### config.mk
export PLATFORM = sky130hd
export DESIGN_NAME = load_store_unit
export DESIGN_NICKNAME = d
export VERILOG_FILES = /design/src/rtl/load_store_unit.sv
export SDC_FILE = /design/constraint.sdc
export NUM_CORES = 1
export LEC_CHECK = 0
export BUFFER_PORTS_ARGS = -buffer_cell sky130_fd_sc_hd__buf_2
export CAP_MARGIN = 20
export CORE_ASPECT_RATIO = 0.7
export CORE_MARGIN = 2
export CORE_UTILIZATION = 35
export DETAILED_ROUTE_END_ITERATION = 16
export PLACE_DENSITY = 0.58
export SETUP_SLACK_MARGIN = 0.15
export SLEW_MARGIN = 20
export SYNTH_ARGS = -nofsm -noshare
export SYNTH_HDL_FRONTEND = slang
export SYNTH_SLANG_ARGS = --single-unit
### constraint.sdc
create_clock -name clk -period 11.2 [get_ports clk]
set_input_delay 2.24 -clock clk [delete_from_list [all_inputs] [get_ports clk]]
set_output_delay 2.24 -clock clk [all_outputs]
set_load 0.05 [all_outputs]
### src/rtl/load_store_unit.sv
// Memory stage: runs one load or store at a time over a req/gnt/rvalid port.
// Handles byte-lane placement, misalignment faults, load extension and a bus timeout.
module load_store_unit #(
  parameter int unsigned TIMEOUT = 255
) (
  input  logic        clk,
  input  logic        rst_n,
  input  logic        ctrl_mem_write,
  input  logic        ctrl_mem2reg,
  input  logic [2:0]  ctrl_load_size,
  input  logic [2:0]  ctrl_store_size,
  input  logic [31:0] addr,
  input  logic [31:0] store_data,
  input  logic [4:0]  rd_addr,
  output logic        lsu_stall,
  output logic        mem_req,
  output logic        mem_we,
  output logic [31:0] mem_addr,
  output logic [3:0]  mem_be,
  output logic [31:0] mem_wdata,
  input  logic        mem_gnt,
  input  logic        mem_rvalid,
  input  logic [31:0] mem_rdata,
  output logic        load_valid,
  output logic [31:0] load_data,
  output logic [4:0]  load_rd,
  output logic        misaligned,
  output logic        bus_err
);

  // state  | meaning
  // IDLE   | no access outstanding, checking strobes
  // REQ    | mem_req held until mem_gnt
  // WAIT_R | load granted, waiting for mem_rvalid
  typedef enum logic [1:0] {IDLE, REQ, WAIT_R} state_t;

  localparam logic [15:0] TMO_LAST = 16'(TIMEOUT - 1);

  state_t      state, state_nxt;
  logic        is_store, access, size_ok, aligned, fault, accept;
  logic [2:0]  size;
  logic [1:0]  off;
  logic [3:0]  be_nxt;
  logic [31:0] wdata_nxt;
  logic        tmo_hit, timeout, done;
  logic [15:0] tmo_cnt;
  logic [2:0]  ld_size_q;
  logic [1:0]  off_q;
  logic [4:0]  rd_q;
  logic [7:0]  ld_byte;
  logic [15:0] ld_half;
  logic [31:0] ext_data;

  always_comb begin
    is_store = ctrl_mem_write;
    access   = ctrl_mem_write | ctrl_mem2reg;
    size     = is_store ? ctrl_store_size : ctrl_load_size;
    off      = addr[1:0];
    size_ok  = is_store ? (size < 3'b011) : !((size[1:0] == 2'b11) || (size == 3'b110));
    case (size[1:0])
      2'b01:   aligned = !off[0];
      2'b10:   aligned = (off == 2'b00);
      default: aligned = 1'b1;
    endcase
    fault  = (state == IDLE) && access && !(size_ok && aligned);
    accept = (state == IDLE) && access && size_ok && aligned;
    case (size[1:0])
      2'b00: begin
        be_nxt    = 4'b0001 << off;
        wdata_nxt = {4{store_data[7:0]}};
      end
      2'b01: begin
        be_nxt    = 4'b0011 << off;
        wdata_nxt = {2{store_data[15:0]}};
      end
      default: begin
        be_nxt    = 4'b1111;
        wdata_nxt = store_data;
      end
    endcase
  end

  assign tmo_hit = (TIMEOUT != 0) && (tmo_cnt == TMO_LAST);

  always_comb begin
    state_nxt = state;
    done      = 1'b0;
    timeout   = 1'b0;
    case (state)
      IDLE: if (accept) state_nxt = REQ;
      REQ: begin
        if (mem_gnt) begin
          if (mem_we) begin
            state_nxt = IDLE;
            done      = 1'b1;
          end else begin
            state_nxt = WAIT_R;
          end
        end else if (tmo_hit) begin
          state_nxt = IDLE;
          done      = 1'b1;
          timeout   = 1'b1;
        end
      end
      WAIT_R: begin
        if (mem_rvalid) begin
          state_nxt = IDLE;
          done      = 1'b1;
        end else if (tmo_hit) begin
          state_nxt = IDLE;
          done      = 1'b1;
          timeout   = 1'b1;
        end
      end
      default: state_nxt = IDLE;
    endcase
    // gated by rst_n so the stall drops the instant reset is asserted
    lsu_stall = rst_n && (accept || ((state != IDLE) && !done));
  end

  always_comb begin
    ld_byte = mem_rdata[{off_q, 3'b000} +: 8];
    ld_half = off_q[1] ? mem_rdata[31:16] : mem_rdata[15:0];
    case (ld_size_q)
      3'b000:  ext_data = {{24{ld_byte[7]}}, ld_byte};
      3'b100:  ext_data = {24'd0, ld_byte};
      3'b001:  ext_data = {{16{ld_half[15]}}, ld_half};
      3'b101:  ext_data = {16'd0, ld_half};
      default: ext_data = mem_rdata;
    endcase
  end

  always_ff @(posedge clk or negedge rst_n) begin
    if (!rst_n) begin
      state      <= IDLE;
      mem_req    <= 1'b0;
      mem_we     <= 1'b0;
      mem_addr   <= '0;
      mem_be     <= '0;
      mem_wdata  <= '0;
      load_valid <= 1'b0;
      load_data  <= '0;
      load_rd    <= '0;
      misaligned <= 1'b0;
      bus_err    <= 1'b0;
      tmo_cnt    <= '0;
      ld_size_q  <= '0;
      off_q      <= '0;
      rd_q       <= '0;
    end else begin
      state      <= state_nxt;
      load_valid <= 1'b0;
      misaligned <= fault;
      bus_err    <= timeout;
      if (accept) begin
        mem_req   <= 1'b1;
        mem_we    <= is_store;
        mem_addr  <= {addr[31:2], 2'b00};
        mem_be    <= be_nxt;
        mem_wdata <= wdata_nxt;
        ld_size_q <= ctrl_load_size;
        off_q     <= off;
        rd_q      <= rd_addr;
        tmo_cnt   <= '0;
      end
      if (state == REQ) begin
        if (mem_gnt) begin
          mem_req <= 1'b0;
          tmo_cnt <= '0;
        end else if (timeout) begin
          mem_req <= 1'b0;
        end else begin
          tmo_cnt <= tmo_cnt + 16'd1;
        end
      end
      if (state == WAIT_R) begin
        if (mem_rvalid) begin
          load_valid <= 1'b1;
          load_data  <= ext_data;
          load_rd    <= rd_q;
        end else if (!timeout) begin
          tmo_cnt <= tmo_cnt + 16'd1;
        end
      end
    end
  end

endmodule
# [After elaboration in Yosys (flattened, before gate mapping)]
# Cells that the tools add are included.
[classes] add_sub_neg=1 magnitude_cmp=1 n_eq_ne=11 n_shift=3 mux=34 n_bitwise=1 n_reduce_logical=19
[ops] operator="16-bit 2-to-1 mux" count=8
[ops] operator="32-bit one-hot mux with 4 select lines" count=1
[ops] operator="32-bit one-hot mux with 2 select lines" count=1
[ops] operator="32-bit by 6-bit variable part select with 8-bit output" count=1
[ops] operator="16-bit by 1-bit adder with 16-bit output, second input constant" count=1
[ops] operator="16-bit by 8-bit == test with 1-bit output, second input constant" count=1
[ops] operator="1-bit 2-to-1 mux" count=13
[ops] operator="2-bit 2-to-1 mux" count=5
[ops] operator="3-bit == test, second input constant" count=3
[ops] operator="4-bit one-hot mux with 2 select lines" count=1
[ops] operator="1-bit logical AND" count=7
[ops] operator="2-bit == test, second input constant" count=3
[ops] operator="2-bit zero test" count=3
[ops] operator="1-bit one-hot mux with 2 select lines" count=3
[ops] operator="2-bit one-hot mux with 3 select lines" count=1
[ops] operator="2-bit by 1-bit == test with 1-bit output, second input constant" count=2
[ops] operator="1-bit zero test" count=4
[ops] operator="1-bit by 2-bit left shift with 4-bit output, first input constant" count=1
[ops] operator="2-bit by 2-bit left shift with 4-bit output, first input constant" count=1
[ops] operator="3-bit by 1-bit == test with 1-bit output, second input constant" count=1
[ops] operator="3-bit zero test" count=1
[ops] operator="3-bit by 2-bit less-than comparator with 1-bit output, second input constant" count=1
[ops] operator="3-bit 2-to-1 mux" count=1
[ops] operator="1-bit logical OR" count=2
[ops] operator="4 further kinds" count=4
[totals] regBits=136 inputBits=113 out_inout_bits=111

# [Depth between registers and ports, before layout]
# Gate-level depths: netlist of the first run.
[logic_depth] ltp_word=14 ltp_mapped=13 ltp_nobuf=8

# [Least setup slack after synthesis of the first run]
# OpenSTA, ideal clock, no wires.
[synth_timing] kind="input-to-output" start="in ctrl_mem_write" end="out lsu_stall" arrival_time_ns=5.332 required_ns=8.960 path_slack_ns=3.628 stages=12 path_buffers=5 path_cell_list="clkbuf_1 -> mux2i_1 -> clkbuf_1 -> clkbuf_1 -> ha_1 -> nand2b_1 -> a31oi_1 -> and2_1 -> clkbuf_1 -> clkbuf_1 -> o21ai_0 -> a31oi_1"
[synth_via] elab_chain_cells=9 word_cells_on_any_way=16 cone_classes="1 x order compare; 4 x eq/ne; 3 x mux; 1 x bitwise; 7 x reduce/logical"
[synth_lines] element="start, declared" line="8" source="input logic ctrl_mem_write,"
[synth_lines] element="parallel branches: the longest is 6 deep, another holds 3-bit by 2-bit less-than comparator with 1-bit output"
[synth_lines] element="1-bit logical AND *" line="66" source="accept = (state == IDLE) && access && size_ok && aligned;"
[synth_lines] element="1-bit logical OR *" line="118" source="lsu_stall = rst_n && (accept || ((state != IDLE) && !done));"
[synth_lines] element="1-bit logical AND *" line="118"
[synth_lines] element="end, declared" line="15" source="output logic lsu_stall,"
# Every way passes the cells marked *.

# [Worst setup path in the final report of the first run]
# Same ends and word-level chain as after synthesis.

==> qor.txt, run 1 <==
GR Util met3: 6.36%
Hold slack: 0.458 ns
CTS tree: yes
Share of layout cells above drive strength 1: 29.1%
Width of the die: 166 um
Flop2flop setup slack: 8.60 ns
Busiest grt layer: met1
Reg-to-Reg Start: state[0]$_DFFE_PN0P_
Max Cap Violations: 0
Worst slew margin: 32.3%
Top FF cell, synth: dfrtp_1
Top Ports: 224
Die area: 19400 sq um
Final setup viols: 0
DRC viols: 0
Area share of the largest cell type after synthesis: 53.1%
R2r worst-path depth: 6
Hold path depth: 2
Post-synth EDFFs: 0
Met1 Use GR: 28.8%
Top Family by Delay on Critical Path: buffers and inverters
Design area: 8250 sq um
Endpoints failing hold: 0
Worst IR drop on VDD: 0.169 mV
Synthesized flop and latch total: 136
Initial antenna violation count: 0
Vias/cell: 4.92
Footprint of the multi-input gates: 2770 sq um
Clock sinks: 136
Design Power: 2.73 mW
Pin count of the biggest net entering global routing: 85
Sequential area share after synthesis: 53.1%
Antenna diodes: 0
Asr flop ratio synth: 100%
Tmin final: 6.92 ns
Fillcell total: 1830
Initial Util: 35.6%
Post-synthesis cell type count: 53
Antenna Nets Post-Route: 0
Static Leak: 4.17 nW
Mapped Cells: 739
Initial DRC Count: 447
Core area: 18000 sq um
Post-cts gate resize count: 0
Crit path buf inv count: 4
Area Growth Syn to Fin: 28.6%
Fin nets: 1062
Worst path slowest cell: or3b_1
CP max FO: 31
Final clock skew: 0.00929 ns
Hold path start: rd_q[2]$_DFFE_PN0P_
Placed cell area: 7690 sq um
CTS Buf Count: 17
Post-CTS setup repair buffer count: 0
CP Data Required Time: 8.96 ns
Reg area: 3400 sq um
Via Count: 5845
Slew @ Worst Pin: 1.01 ns
Hold EP: load_rd[2]$_DFFE_PN0P_
Mean Syn Cell Area: 8.68 sq um
GR met2 Demand/Resource: 28.6%
Pwr/cell area: 330 nW/um^2
Crit path launch type: primary input
Mapped cell area: 6410 sq um
CP Class: primary input to output pin
WL final: 19.1 mm
Pins Over Slew Limit: 0
Total Routing Usage GR: 19.8%
Worst skew pair latency: 0.42 ns
H-tree depth: 4
Crit end category: output pin
GRT overflow: 0
Final WS setup: 4.28 ns
DR pass1 iterations: 4
WL per Instance: 16.1 um
Worst Hold Class: register to register
RSZ-0062 raised after global routing: false
Root Buffer: clkbuf_16
Rows: 41
Fmax: 144 MHz
Setup TNS: 0 ns
Dominant cells by area after synthesis: dfrtp_1 (53%), nand2_1 (14%), o21ai_0 (5.1%)
Clk buf depth: 2
Die Y: 117 um
Crit-path cells: buf_2 > mux2i_2 > buf_4 > inv_2 > ha_1 > or3b_1 > a31oi_1 > and2_2 > o21ai_0 > a31oi_1 > buf_2
CP max stage delay: 0.37 ns
First-pass GRT wire length: 30.5 mm
Final Wtd Congestion: 0.811
IO Port Bufs: 221
Final HPWL DP: 13.5 mm
Period utilization: 61.8%
Hold-fix buffers, CTS: 0
Post-synth top area cell: dfrtp_1
Ys Warns: 0
Clk slew on worst S/H paths: 0.06 ns
Vias in the first global route: 5564
Reg2Reg Capture Point: load_data[6]$_DFFE_PN0P_
Outcome: finished, final reports clean
Worst path arrival time: 4.68 ns
Worst slack at placement: 4.27 ns
-- through the flow --
stage	utilization [%]	std cells
detailed placement	42.7	1156
finish	45.8	1188
global placement	42.7	1156
global route	45.8	1188
floorplan	-	740
CTS	45.8	1188
-- kinds of logic after synthesis --
kind of cell / Yosys count / share of synthesized area, %
buf+inv: 66 / 4.10
flops: 136 / 53.1
mux: 14 / 2.44
xor+xnor: 2 / 0.273
other cells: 1 / 0.0585
compound gates: 171 / 16.1
fa+ha+maj: 10 / 1.95
simple gates: 339 / 22.1
-- final cells by class --
type | instances | area share [%]
Timing Repair Buffer | 227 | 14.0
Clock inverter | 11 | 1.20
Sequential cell | 136 | 41.2
Multi-Input combinational cell | 538 | 33.5
Clock buffer | 21 | 5.58
Tap cell | 236 | 3.58
Inverter | 19 | 0.864
-- cell usage after synthesis (all sizes together), types with 2 or more instances --
cell	number
nor3	5
nand2	244
nor4	2
a21oi	26
a221o	8
mux2i	10
nor2	42
nand4	3
nand3b	2
nor2b	11
o21a	3
o22ai	11
o31a	6
a31oi	29
mux2	3
nand3	15
clkbuf	40
o21ai	76
and3	5
buf	7
o211ai	3
xnor2	2
or4	2
ha	10
dfrtp	136
inv	19
-- flip-flops by register name, summed over array words and instances (netlist names), 2 cells and up --
signal     flops
mem_addr      30
load_data     32
ld_size_q      3
state          2
tmo_cnt       16
mem_wdata     32
load_rd        5
off_q          2
mem_be         4
rd_q           5
-- worst min-delay path, cell delays in order, from the launching register on --
cell and delay [ns]:
dfrtp_1 0.34, nand2_1 0.05, nand2_1 0.05
-- power by group --
part,total [mW],switching [mW],internal [mW]
sequential,0.843,0.147,0.696
clock,0.535,0.218,0.317
combinational,1.35,1.03,0.322
-- metal layers --
metal  share of wire, %  wire length, um
met1                 50             9540
met2                 41             7940
met3                7.8             1490
met4               0.89              170
met5                  0                0
-- how the worst max path moves through the flow --
stage / start / to / slack, ns / cells past startpoint
after floorplan: ctrl_mem_write / lsu_stall / 3.63 / 12
after global placement: ctrl_mem_write / lsu_stall / 4.38 / 11
after detailed placement: ctrl_mem_write / lsu_stall / 4.27 / 11
after CTS: ctrl_mem_write / lsu_stall / 4.28 / 11
after global routing: ctrl_mem_write / lsu_stall / 4.02 / 11
final: ctrl_mem_write / lsu_stall / 4.28 / 11
-- cells in the final DEF, fill, tap and decap left out, types with 6 or more instances in the layout --
cell | netlist | final
o22ai_1 | 11 | 11
o21ai_1 | 10 | 10
nor2_1 | 42 | 41
nand2_1 | 244 | 242
buf_2 | 0 | 220
mux2i_1 | 10 | 9
ha_1 | 10 | 10
buf_4 | 2 | 6
nand3_1 | 15 | 15
o31a_1 | 6 | 6
dfrtp_1 | 136 | 136
a21oi_1 | 25 | 25
o21ai_0 | 65 | 65
a221o_1 | 8 | 8
a31oi_1 | 29 | 29
inv_1 | 17 | 17
nor2b_1 | 11 | 11
clkbuf_16 | 0 | 17
Power figures use the tool's default switching activity.
==> inputs of run 2 (changes only) <==
- ABC_AREA: default -> 1
- PLACE_DENSITY: 0.58 -> 0.6
- clock period: 11.2 -> 5.79 ns (I/O delays scaled with it)
==> run 2 against run 1 <==
  * Non-clock buffer count unchanged
  * Cell count rose by 14%
  * Utilization grew 0.13 points
  * Register-to-register slack got worse by 5.6 ns
  * Combinational power rose by 100%
  * Die area grew 6.0%
  * Power is 100% higher
  * Sequential power up 92%
  * Count of clock-buffer cells in the layout fell by 3
  * Clock power rose by 130%
  * Highest routed layer unchanged
==> qor.txt, run 2 <==
Commonest cells after routing, fill and taps aside: nand2_1 (281), buf_2 (220), dfrtp_1 (136)
Crit path launch type: primary input
Post-CTS setup repair buffer count: 0 (unchanged)
Dominant cells by area after synthesis: dfrtp_1 (50%), nand2_1 (15%), o21ai_0 (6.0%)
Worst path arrival time: 3.53 ns (-1.15 ns)
Tmin final: 4.69 ns
Design Power: 5.59 mW (+100%)
Max Cap Violations: 0 (unchanged)
Initial DRC Count: 502 (+12%)
Worst Hold Class: register to register
Clock sinks: 136 (unchanged)
WL final: 20.7 mm (+8.1%)
Post-route insts no fill: 1354 (+14%)
Final Wtd Congestion: 0.878 (+8.3%)
Via Count: 6522 (+12%)
Area share of the largest cell type after synthesis: 50.0% (-3.1 points)
Top Ports: 224 (unchanged)
Most frequent cell after synthesis: nand2_1
CP Data Required Time: 4.63 ns (-4.33 ns)
GRT overflow: 0 (unchanged)
Hold-fix buffers, CTS: 0 (unchanged)
Ys Warns: 0 (unchanged)
Final setup viols: 0 (unchanged)
Initial Util: 35.9% (+0.28 points)
Die Y: 121 um (+2.9%)
CTS Buf Count: 17 (unchanged)
CP max FO: 26 (-16%)
First-pass GRT wire length: 32.5 mm (+6.6%)
Period utilization: 80.9%
Top FF cell, synth: dfrtp_1
Mapped Cells: 873 (+18%)
Worst slack at placement: 1.11 ns (-3.16 ns)
Outcome: finished, final reports clean
Final HPWL DP: 14.7 mm (+8.5%)
Setup TNS: 0 ns (unchanged)
Mean Syn Cell Area: 7.80 sq um (-10%)
Slew @ Worst Pin: 1.06 ns (+0.0435 ns)
Hold path depth: 2 (unchanged)
Antenna Nets Post-Route: 0 (unchanged)
DR pass1 iterations: 7 (+3)
Pwr/cell area: 641 nW/um^2 (+94%)
Post-cts gate resize count: 0 (unchanged)
Share of layout cells above drive strength 1: 25.2% (-3.9 points)
Asr flop ratio synth: 100% (unchanged)
Endpoints failing hold: 0 (unchanged)
Final WS setup: 1.10 ns (-3.17 ns)
Root Buffer: clkbuf_16
Crit end category: output pin
Synthesized flop and latch total: 136 (unchanged)
Commonest non-fill, non-tap cell in the layout: nand2_1
Pin count of the biggest net entering global routing: 97 (+14%)
Final clock skew: 0.00697 ns (-0.00232 ns)
Post-synth top cells: nand2_1 (281), dfrtp_1 (136), inv_1 (87)
Initial antenna violation count: 2 (+2)
Static Leak: 4.66 nW (+12%)
R2r worst-path depth: 8 (+2)
Sequential area share after synthesis: 50.0% (-3.1 points)
Post-synth top area cell: dfrtp_1
Pins Over Slew Limit: 0 (unchanged)
H-tree depth: 4 (unchanged)
Total Routing Usage GR: 20.3% (+0.50 points)
Fin nets: 1201 (+13%)
Rows: 42 (+2.4%)
Worst slew margin: 29.4% (-2.9 points)
Worst IR drop on VDD: 0.323 mV (+91%)
Clk buf depth: 2 (unchanged)
Post-synthesis cell type count: 35 (-34%)
Dpl cells: 1323 (+14%)
Vias in the first global route: 6078 (+9.2%)
IO Port Bufs: 221 (unchanged)
Area Growth Syn to Fin: 28.0%
Mapped cell area: 6810 sq um (+6.2%)
Die area: 20600 sq um (+6.0%)
CP Class: primary input to output pin
Vias/cell: 4.82 (-2.1%)
CTS tree: yes
Worst skew pair latency: 0.41 ns (about the same)
Largest regs: load_data: 32 flops, mem_wdata: 32 flops, mem_addr: 30 flops
DRC viols: 0 (unchanged)
Width of the die: 171 um (+3.0%)
RSZ-0062 raised after global routing: false
Post-synth EDFFs: 0 (unchanged)
Clk slew on worst S/H paths: 0.05 ns (about the same)
Core area: 19000 sq um (+5.4%)
Fmax: 213 MHz
Fillcell total: 1953 (+6.7%)
WL per Instance: 15.3 um (-5.1%)
## run 2: cell types whose count changed after synthesis, sizes merged, moves of 9 or more
cell,previous run,this run
inv,19,93
nand3,15,63
nand2,244,284
a31oi,29,4
clkbuf,40,17
buf,7,25
a21oi,26,43
o21ai,76,91
nor2,42,55
nor2b,11,0
mux2i,10,1
## run 2: final timing paths
kind                            slack [ns]                        to                  from
worst max-delay path                  1.10                 lsu_stall        ctrl_mem_write
worst min-delay path                  0.46    load_rd[0]$_DFFE_PN0P_   rd_q[0]$_DFFE_PN0P_
worst max register to register        3.02      tmo_cnt[0]$_DFF_PN0_  state[0]$_DFFE_PN0P_
worst min register to register        0.46    load_rd[0]$_DFFE_PN0P_   rd_q[0]$_DFFE_PN0P_
max in group asynchronous             3.71     mem_be[1]$_DFFE_PN0P_                 rst_n
min in group asynchronous             0.73  mem_addr[20]$_DFFE_PN0P_                 rst_n
## run 2: critical path: stages
cell and delay, ns:
buf_2 0.14, inv_2 0.06, nand2_1 0.05, nand2_1 0.05
buf_4 0.21, inv_1 0.08, buf_4 0.28, ha_1 0.25
inv_2 0.15, o211ai_1 0.38, nand3_4 0.14, nand2_1 0.14
nand2_1 0.06, nor2_1 0.11, buf_2 0.26
## run 2: layout make-up
cell class	instances	area [sq um]	share of cell area (%)
well taps	264	330	3.79
repair buffers	227	1160	13.3
inverters	93	349	4.00
diodes	1	2.50	0.0287
clock inverters	12	226	2.60
flip-flops and latches	136	3400	39.0
clock buffers	18	429	4.92
multi-input cells	603	2820	32.3
## run 2: power by group
part | switching [mW] | total [mW] | internal [mW]
logic | 2.14 | 2.75 | 0.604
clock network | 0.416 | 1.22 | 0.804
registers | 0.264 | 1.62 | 1.36
total | 2.82 | 5.59 | 2.77
## run 2: cells by family (layout without fill, tap and decap cells)
family                   Yosys count  in the layout  share of synthesized area, %
AND/OR/NAND/NOR                  417            417                          25.3
AO/OA/AOI/OAI                    173            173                          14.1
flip-flops                       136            136                          50.0
buffers and inverters            135            350                          8.69
adder cells (fa/ha/maj)           10             10                          1.84
other                              1              3                        0.0551
multiplexers                       1              1                         0.147
## run 2: layer usage
layer / part of all wire, % / track usage [%] / up-vias
met2: 40 / 28.2 / 254
met5: 0 / 0 / -
met3: 10 / 7.56 / 22
li1: - / - / 3240
met1: 48 / 29.4 / 3006
met4: 1.3 / 5.77 / 0
## run 2: through the flow
step	hold slack [ns]	cell area, sq um	util, %
2_1_floorplan	0.442	6820	-
3_3_place_gp	0.454	8060	42.5
3_5_place_dp	0.456	8060	42.5
4_1_cts	0.468	8720	45.9
5_1_grt	0.492	8720	45.9
6_report	0.463	8720	46.0
